$ cat config.mk
export PLATFORM = sky130hd
export DESIGN_NAME = rst_seq_rcv
export DESIGN_NICKNAME = d
export VERILOG_FILES = /design/src/rtl/rst_seq_rcv.sv
export SDC_FILE = /design/constraint.sdc
export NUM_CORES = 1
export LEC_CHECK = 0
export CORE_MARGIN = 4
export CORE_UTILIZATION = 56
export DETAILED_ROUTE_END_ITERATION = 16
export DONT_BUFFER_PORTS = 1
export PLACE_DENSITY = 0.71
export SYNTH_ARGS = -nofsm -noshare
export SYNTH_HDL_FRONTEND = slang
export SYNTH_SLANG_ARGS = --single-unit
$ cat constraint.sdc
create_clock -name clk_tb -period 3.7 [get_ports clk_tb]
set_clock_uncertainty 0.05 [all_clocks]
set_input_delay 0.37 -clock clk_tb [delete_from_list [all_inputs] [get_ports clk_tb]]
set_output_delay 0.37 -clock clk_tb [all_outputs]
set_load 0.005 [all_outputs]
$ cat src/rtl/rst_seq_rcv.sv
// Reset sequencer: synchronizes async reset release, stretches it, then frees
// the downstream reset domains one by one; a software request re-runs the sequence.
module rst_seq_rcv #(
  parameter int SYNC_STAGES    = 2,
  parameter int STRETCH_CYCLES = 10,
  parameter int NUM_DOMAINS    = 3,
  parameter int STAGGER_CYCLES = 4,
  parameter int CNT_W          = 16
) (
  input  logic                   clk_tb,
  input  logic                   rst,
  input  logic                   sw_rst_req,
  output logic [NUM_DOMAINS-1:0] rst_dom,
  output logic                   in_reset,
  output logic                   rst_done,
  output logic [CNT_W-1:0]       sw_rst_cnt
);

  localparam int MAX_CYC = (STRETCH_CYCLES > STAGGER_CYCLES) ? STRETCH_CYCLES : STAGGER_CYCLES;
  localparam int TMR_W   = $clog2(MAX_CYC + 1);

  typedef enum logic [2:0] {
    ST_ASSERT,
    ST_SYNC,
    ST_STRETCH,
    ST_RELEASE,
    ST_DONE
  } state_e;

  state_e                 state_q, state_d;
  logic [SYNC_STAGES-1:0] sync_q;
  logic [TMR_W-1:0]       tmr_q, tmr_d;
  logic [NUM_DOMAINS-1:0] dom_q, dom_d;
  logic                   done_q, done_d;
  logic [CNT_W-1:0]       cnt_q, cnt_d;
  logic [NUM_DOMAINS-1:0] dom_shift;
  logic                   last_rel;
  logic                   do_release;

  always_ff @(posedge clk_tb or posedge rst) begin
    if (rst) begin
      sync_q <= '0;
    end else begin
      sync_q <= {sync_q[SYNC_STAGES-2:0], 1'b1};
    end
  end

  // Shifting left clears the lowest still-held bit, keeping the pattern thermometer-ordered.
  assign dom_shift = dom_q << 1;
  assign last_rel  = (dom_shift == '0);

  always_ff @(posedge clk_tb or posedge rst) begin
    if (rst) begin
      state_q <= ST_ASSERT;
      tmr_q   <= '0;
      dom_q   <= '1;
      done_q  <= 1'b0;
      cnt_q   <= '0;
    end else begin
      state_q <= state_d;
      tmr_q   <= tmr_d;
      dom_q   <= dom_d;
      done_q  <= done_d;
      cnt_q   <= cnt_d;
    end
  end

  always_comb begin
    state_d    = state_q;
    tmr_d      = tmr_q;
    dom_d      = dom_q;
    done_d     = 1'b0;
    cnt_d      = cnt_q;
    do_release = 1'b0;
    case (state_q)
      ST_ASSERT: state_d = ST_SYNC;
      ST_SYNC: begin
        // The edge that first sees the chain output already counts as stretch cycle 1.
        if (sync_q[SYNC_STAGES-1]) begin
          if (STRETCH_CYCLES == 1) begin
            do_release = 1'b1;
          end else begin
            state_d = ST_STRETCH;
            tmr_d   = TMR_W'(1);
          end
        end
      end
      ST_STRETCH: begin
        if (tmr_q == TMR_W'(STRETCH_CYCLES - 1)) do_release = 1'b1;
        else                                     tmr_d = tmr_q + TMR_W'(1);
      end
      ST_RELEASE: begin
        if (tmr_q == TMR_W'(STAGGER_CYCLES - 1)) do_release = 1'b1;
        else                                     tmr_d = tmr_q + TMR_W'(1);
      end
      ST_DONE: begin
        if (sw_rst_req) begin
          state_d = ST_STRETCH;
          tmr_d   = '0;
          dom_d   = '1;
          if (cnt_q != '1) cnt_d = cnt_q + CNT_W'(1);
        end
      end
      default: state_d = ST_ASSERT;
    endcase

    if (do_release) begin
      dom_d = dom_shift;
      tmr_d = '0;
      if (last_rel) begin
        state_d = ST_DONE;
        done_d  = 1'b1;
      end else begin
        state_d = ST_RELEASE;
      end
    end
  end

  assign rst_dom    = dom_q;
  assign in_reset   = |dom_q;
  assign rst_done   = done_q;
  assign sw_rst_cnt = cnt_q;

endmodule

### Word level (Yosys, flattened, before mapping)

Index checks and enable logic that the tools add are counted.

| word-level totals | value |
|---|---|
| register bits after elaboration | 29 |
| output and inout port bits | 21 |
| input bits | 3 |
| logic and storage cells | 50 |

| cells by class | value |
|---|---|
| mux-type cells | 19 |
| add/subtract/negate cells | 2 |
| reduce and logical (&&, ||, !) cells | 11 |
| equal/unequal tests | 12 |

Operators with widths:

| cell | count |
|---|---|
| 3-bit 2-to-1 mux | 7 |
| 4-bit 2-to-1 mux | 5 |
| 16-bit by 1-bit adder with 16-bit output (second input constant) | 1 |
| 16-bit != test (second input constant) | 1 |
| 4-bit case mux with 4 select lines | 1 |
| 3-bit != test (second input constant) | 4 |
| 3-bit case mux with 4 select lines | 1 |
| 3-bit by 2-bit == test with 1-bit output (second input constant) | 2 |
| 3-bit logical NOT | 2 |
| 3-bit AND reduction | 2 |
| 5-bit AND reduction | 1 |
| 5-bit nonzero test | 1 |
| 4-bit by 1-bit adder with 4-bit output (second input constant) | 1 |
| 4-bit by 2-bit == test with 1-bit output (second input constant) | 1 |
| 4-bit == test (second input constant) | 1 |
| 1-bit 2-to-1 mux | 4 |
| 2-bit nonzero test | 2 |
| 3-bit by 1-bit == test with 1-bit output (second input constant) | 1 |
| 3-bit == test (second input constant) | 1 |
| 3-bit OR reduction | 1 |
| 2-bit by 1-bit != test with 1-bit output (second input constant) | 1 |
| 1-bit case mux with 2 select lines | 1 |
| 2-bit AND reduction | 1 |
| 2-bit OR reduction | 1 |

### Depth between registers and ports, before layout

| depth | value |
|---|---|
| depth in word-level cells | 5 |
| gate-level depth with buffers | 8 |
| mapped depth without buffers | 7 |

### Worst setup path after synthesis

OpenSTA, ideal clock, no wires.

| timing | value |
|---|---|
| path type | reg2reg |
| start | register cnt_q[0] (netlist: sw_rst_cnt[0]) |
| end | register cnt_q[1] (netlist: sw_rst_cnt[1]) |
| buffers on the path | 2 |
| arrival time | 1710 ps |
| library setup time | 125 ps |
| slack | 1814 ps |
| period minus slack after synthesis | 1886 ps |
| required time | 3525 ps |
| cell stages (with the launch flop) | 8 |
| cell sequence | dfrtp_1 -> ha_1 -> and4_1 -> buf_6 -> and4b_1 -> buf_6 -> nor2_2 -> mux2_4 |

| on the way | value |
|---|---|
| longest elaborated chain between the ends | 2 |
| elaborated cells between the ends (all ways) | 3 |
| those cells by class | add/sub: 1; eq/ne: 1; reduce/logical: 1 |

Ends and longest elaborated chain:

| element | line | text |
|---|---|---|
| from (decl) | 35 | `logic [CNT_W-1:0] cnt_q, cnt_d;` |
| from (signal assigned) | 64 | `cnt_q <= cnt_d;` |
| branches (longest 2 deep; another with 16-bit by 1-bit adder with 16-bit output) | -- |  |

Several ways; the timed one is not identified.
A chain may end at the register's enable or synchronous reset.

### Final worst setup path

Same ends and word-level chain as after synthesis.

==> flow_results.xml <==
<?xml version="1.0" encoding="UTF-8"?>
<metrics>
  <group name="placement">
    <metric name="detailed_place_hpwl" unit="microns">2020</metric>
    <metric name="gpl.final_weighted_congestion" unit="">0.852</metric>
    <metric name="io_buffers" unit="">0</metric>
    <metric name="post-place-cells" unit="">173</metric>
    <metric name="place_ws" unit="ps">1580</metric>
  </group>
  <group name="flow_run">
    <metric name="max_cap_viol_count" unit="">0</metric>
  </group>
  <group name="sta">
    <metric name="finalSetupViolCount" unit="">0</metric>
    <metric name="fmaxAchievable" unit="MHz">472</metric>
    <metric name="worstMarginPinSlew" unit="ps">1070</metric>
    <metric name="rsz0062_at_grt" unit="">false</metric>
    <metric name="finalHoldViolCount" unit="">0</metric>
    <metric name="setup_tns" unit="ps">0</metric>
    <metric name="final-max-slew-violation-count" unit="">0</metric>
    <metric name="fin_ws" unit="ps">1580</metric>
    <metric name="max-slew-margin-rel" unit="%">28.3</metric>
    <metric name="final.min_clock_period" unit="ps">2120</metric>
    <metric name="finalCritPeriodShare" unit="%">57.3</metric>
  </group>
  <group name="clock_tree">
    <metric name="max_h_tree_level" unit="">2</metric>
    <metric name="tritoncts.num_buffers" unit="">5</metric>
    <metric name="clk_transition_reported_paths" unit="ps">90</metric>
    <metric name="clock_tree_from_tritoncts" unit="">done</metric>
    <metric name="worst_skew_pair.late_latency" unit="ps">330</metric>
    <metric name="cts-hold-fix-buffers" unit="">0</metric>
    <metric name="post_cts_resize_count" unit="">0</metric>
    <metric name="root_buffer" unit="">clkbuf_4</metric>
    <metric name="clockBufferDepth" unit="">2</metric>
    <metric name="setup_fix_buffers_added_after_clock_tree_synthesis" unit="">0</metric>
    <metric name="tritoncts_num_sinks" unit="">29</metric>
  </group>
  <group name="layout">
    <metric name="antenna_cells_inserted" unit="">0</metric>
    <metric name="final-instance-count-excl-fill" unit="">181</metric>
    <metric name="area_growth_syn_to_fin" unit="%">3.69</metric>
    <metric name="final_core_utilization" unit="%">62.9</metric>
    <metric name="num-nets-final" unit="">156</metric>
    <metric name="drive_gt1_share" unit="%">13.9</metric>
  </group>
  <group name="floorplanning">
    <metric name="floorplan_die_area" unit="sq mm">0.00369</metric>
    <metric name="initial_utilization" unit="%">60.7</metric>
    <metric name="die_width" unit="microns">60.7</metric>
    <metric name="die_height" unit="microns">60.7</metric>
    <metric name="boundaryPins" unit="">24</metric>
    <metric name="placeableCoreArea" unit="sq mm">0.00257</metric>
    <metric name="row_count" unit="">18</metric>
  </group>
  <group name="synth">
    <metric name="synth-seq-cells" unit="">29</metric>
    <metric name="synth_largest_area_cell" unit="">dfrtp_1</metric>
    <metric name="avgSynthCellArea" unit="sq um">10.5</metric>
    <metric name="synthesis.yosys.warnings" unit="">0</metric>
    <metric name="synth.most_common_cell" unit="">dfrtp_1</metric>
    <metric name="synth_area_leaders" unit="">dfrtp_1 (42%), dfstp_2 (5.1%), xor2_1 (4.5%), nor4b_4 (3.1%), nand2_1 (2.9%)</metric>
    <metric name="synth_top_area_share" unit="%">41.8</metric>
    <metric name="synth.net_count" unit="">155</metric>
    <metric name="dominantRegCellSynth" unit="">dfrtp_1</metric>
    <metric name="synthDistinctLibCells" unit="">45</metric>
    <metric name="synth_area" unit="sq mm">0.00156</metric>
    <metric name="synth-edff-count" unit="">0</metric>
    <metric name="post_synth_inst_count" unit="">149</metric>
    <metric name="asyncSetResetFlopFracSynth" unit="%">100</metric>
    <metric name="synth_top_cells_by_count" unit="">dfrtp_1 (26), nand2_1 (12), nor2_1 (12), o21ai_0 (8), xor2_1 (8)</metric>
    <metric name="ys_seq_area_share" unit="%">46.8</metric>
  </group>
  <group name="global_routing">
    <metric name="wire_length_of_the_first_global_routing_pass" unit="microns">4750</metric>
    <metric name="number_of_global_route_vias_before_repair" unit="">1069</metric>
    <metric name="initial_antenna_violation_count" unit="">0</metric>
    <metric name="overflow_after_grt" unit="">0</metric>
    <metric name="pin_count_of_the_biggest_net_entering_global_routing" unit="">30</metric>
    <metric name="grt_use_total" unit="%">17.8</metric>
  </group>
  <group name="setup_path">
    <metric name="timing.setup.critical_path_class" unit="">reg2reg</metric>
    <metric name="critical_path.max_fanout" unit="">8</metric>
    <metric name="crit_arrival" unit="ps">2290</metric>
    <metric name="worst_setup_path_start_kind" unit="">flip-flop</metric>
    <metric name="worstPathRequired" unit="ps">3870</metric>
    <metric name="worst_setup_path_end_kind" unit="">flip-flop</metric>
  </group>
  <group name="pwr">
    <metric name="pwr_density_cell" unit="mW/mm^2">582</metric>
    <metric name="net-switching-power" unit="mW">0.327</metric>
    <metric name="post-layout-total-power" unit="mW">0.941</metric>
    <metric name="power_report.internal_total" unit="mW">0.613</metric>
    <metric name="ir_worst_vdd" unit="uV">454</metric>
    <metric name="seq_power_share" unit="%">52.5</metric>
    <metric name="share_clk_of_total_power" unit="%">21.3</metric>
    <metric name="sw_share" unit="%">34.8</metric>
    <metric name="power_frac_comb" unit="%">26.3</metric>
    <metric name="lkg_pwr" unit="nW">0.739</metric>
  </group>
  <group name="drt">
    <metric name="drt_iter0_markers" unit="">36</metric>
    <metric name="route.final.wire_length" unit="microns">2820</metric>
    <metric name="remaining_drc_errors" unit="">0</metric>
    <metric name="drt-met1-wl" unit="microns">1390</metric>
    <metric name="route.met3.wl" unit="microns">186</metric>
    <metric name="drt_pre_antenna_iters" unit="">4</metric>
    <metric name="dr_total_vias" unit="">1096</metric>
    <metric name="met2_length" unit="microns">1170</metric>
    <metric name="route.detailed.vias_per_inst" unit="">6.06</metric>
    <metric name="antenna_violating_nets_post_route" unit="">0</metric>
    <metric name="wire_per_inst" unit="microns">15.6</metric>
    <metric name="highest-signal-layer" unit="">met4</metric>
  </group>
  <group name="run_status">
    <metric name="run_status" unit="">complete, no violations</metric>
  </group>
  <group name="hold_path">
    <metric name="hold_class" unit="">in2reg</metric>
  </group>
</metrics>
==> power groups by stage <==
stage | Sequential (mW) | Combinational (mW) | Clock [mW]
global placement | 0.495 | 0.244 | 0
floorplan | 0.454 | 0.241 | 0
detailed placement | 0.500 | 0.251 | 0
finish | 0.494 | 0.247 | 0.200
global route | 0.508 | 0.284 | 0.223
CTS | 0.494 | 0.251 | 0.210
==> area by class of cell <==
cell class / instances / area, sq um
fillers: 229 / 952
multi-input cells: 109 / 767
flip-flops and latches: 29 / 729
clock buffers: 8 / 58.8
well taps: 30 / 37.5
inverters: 4 / 15.0
repair buffers: 1 / 7.51
==> critical path, cell delays in order, from the launching register on <==
cell,delay (ps)
dfrtp_1,450
ha_1,240
and4_1,350
and4b_1,510
nor2_2,90
mux2_4,310
==> final timing paths <==
kind	startpoint	to	slack, ps	depth (start not counted)
hold / removal	sw_rst_req	state_q[2]	80	1
setup reg to reg	sw_rst_cnt[0]	sw_rst_cnt[1]	1580	5
min in group asynchronous	rst	sw_rst_cnt[1]	140	1
hold reg to reg	sync_q[0]	sync_q[1]	300	0
max in group asynchronous	rst	sync_q[0]	2800	1
setup / recovery	sw_rst_cnt[0]	sw_rst_cnt[1]	1580	5
==> cells in the final DEF (no fill, tap or decap), types with 3 or more instances in the layout <==
cell      netlist  final
dfrtp_1        26     26
nor2_1         12     12
nand2_1        12     12
o21ai_0         8      8
xor2_1          8      8
nand3_1         6      6
nand4_1         5      5
a21oi_1         5      5
clkbuf_4        0      5
and3_1          4      4
inv_1           4      4
nor3_1          4      4
and4_1          3      3
nand3b_1        3      3
xnor2_1         3      3
ha_1            3      3
dfstp_2         3      3
==> logic make-up (layout without fill, tap and decap cells) <==
group                      after synthesis  after routing  share of synthesized area, %
AOI/OAI and AO/OA                       27             27                          11.5
xor gates and xnor gates                11             11                          6.19
adders and majority gates                3              3                          2.41
buffers and inverters                   11             13                          3.94
DFF                                     29             29                          46.8
muxes                                    2              2                          1.69
other                                    1              1                         0.241
and+or+nand+nor                         65             65                          27.2
==> through the flow <==
step	cell area, sq um	hold slack (ps)
floorplan	1560	281
global placement	1560	282
detailed placement	1560	287
CTS	1620	60.0
global route	1620	68.9
finish	1620	76.0
==> registers in the layout, summed over array words and instances, names as in the netlist <==
register and count:
sync_q 2, rst_done 1, rst_dom 3, tmr_q 4, state_q 3, sw_rst_cnt 16
==> routing by layer <==
layer | vias up | track usage, %
li1 | 550 | -
met1 | 510 | 25.1
met2 | 27 | 23.8
met3 | 9 | 6.60
met4 | 0 | 9.29
met5 | - | 0
No activity file was read; power rests on OpenSTA's default activity.
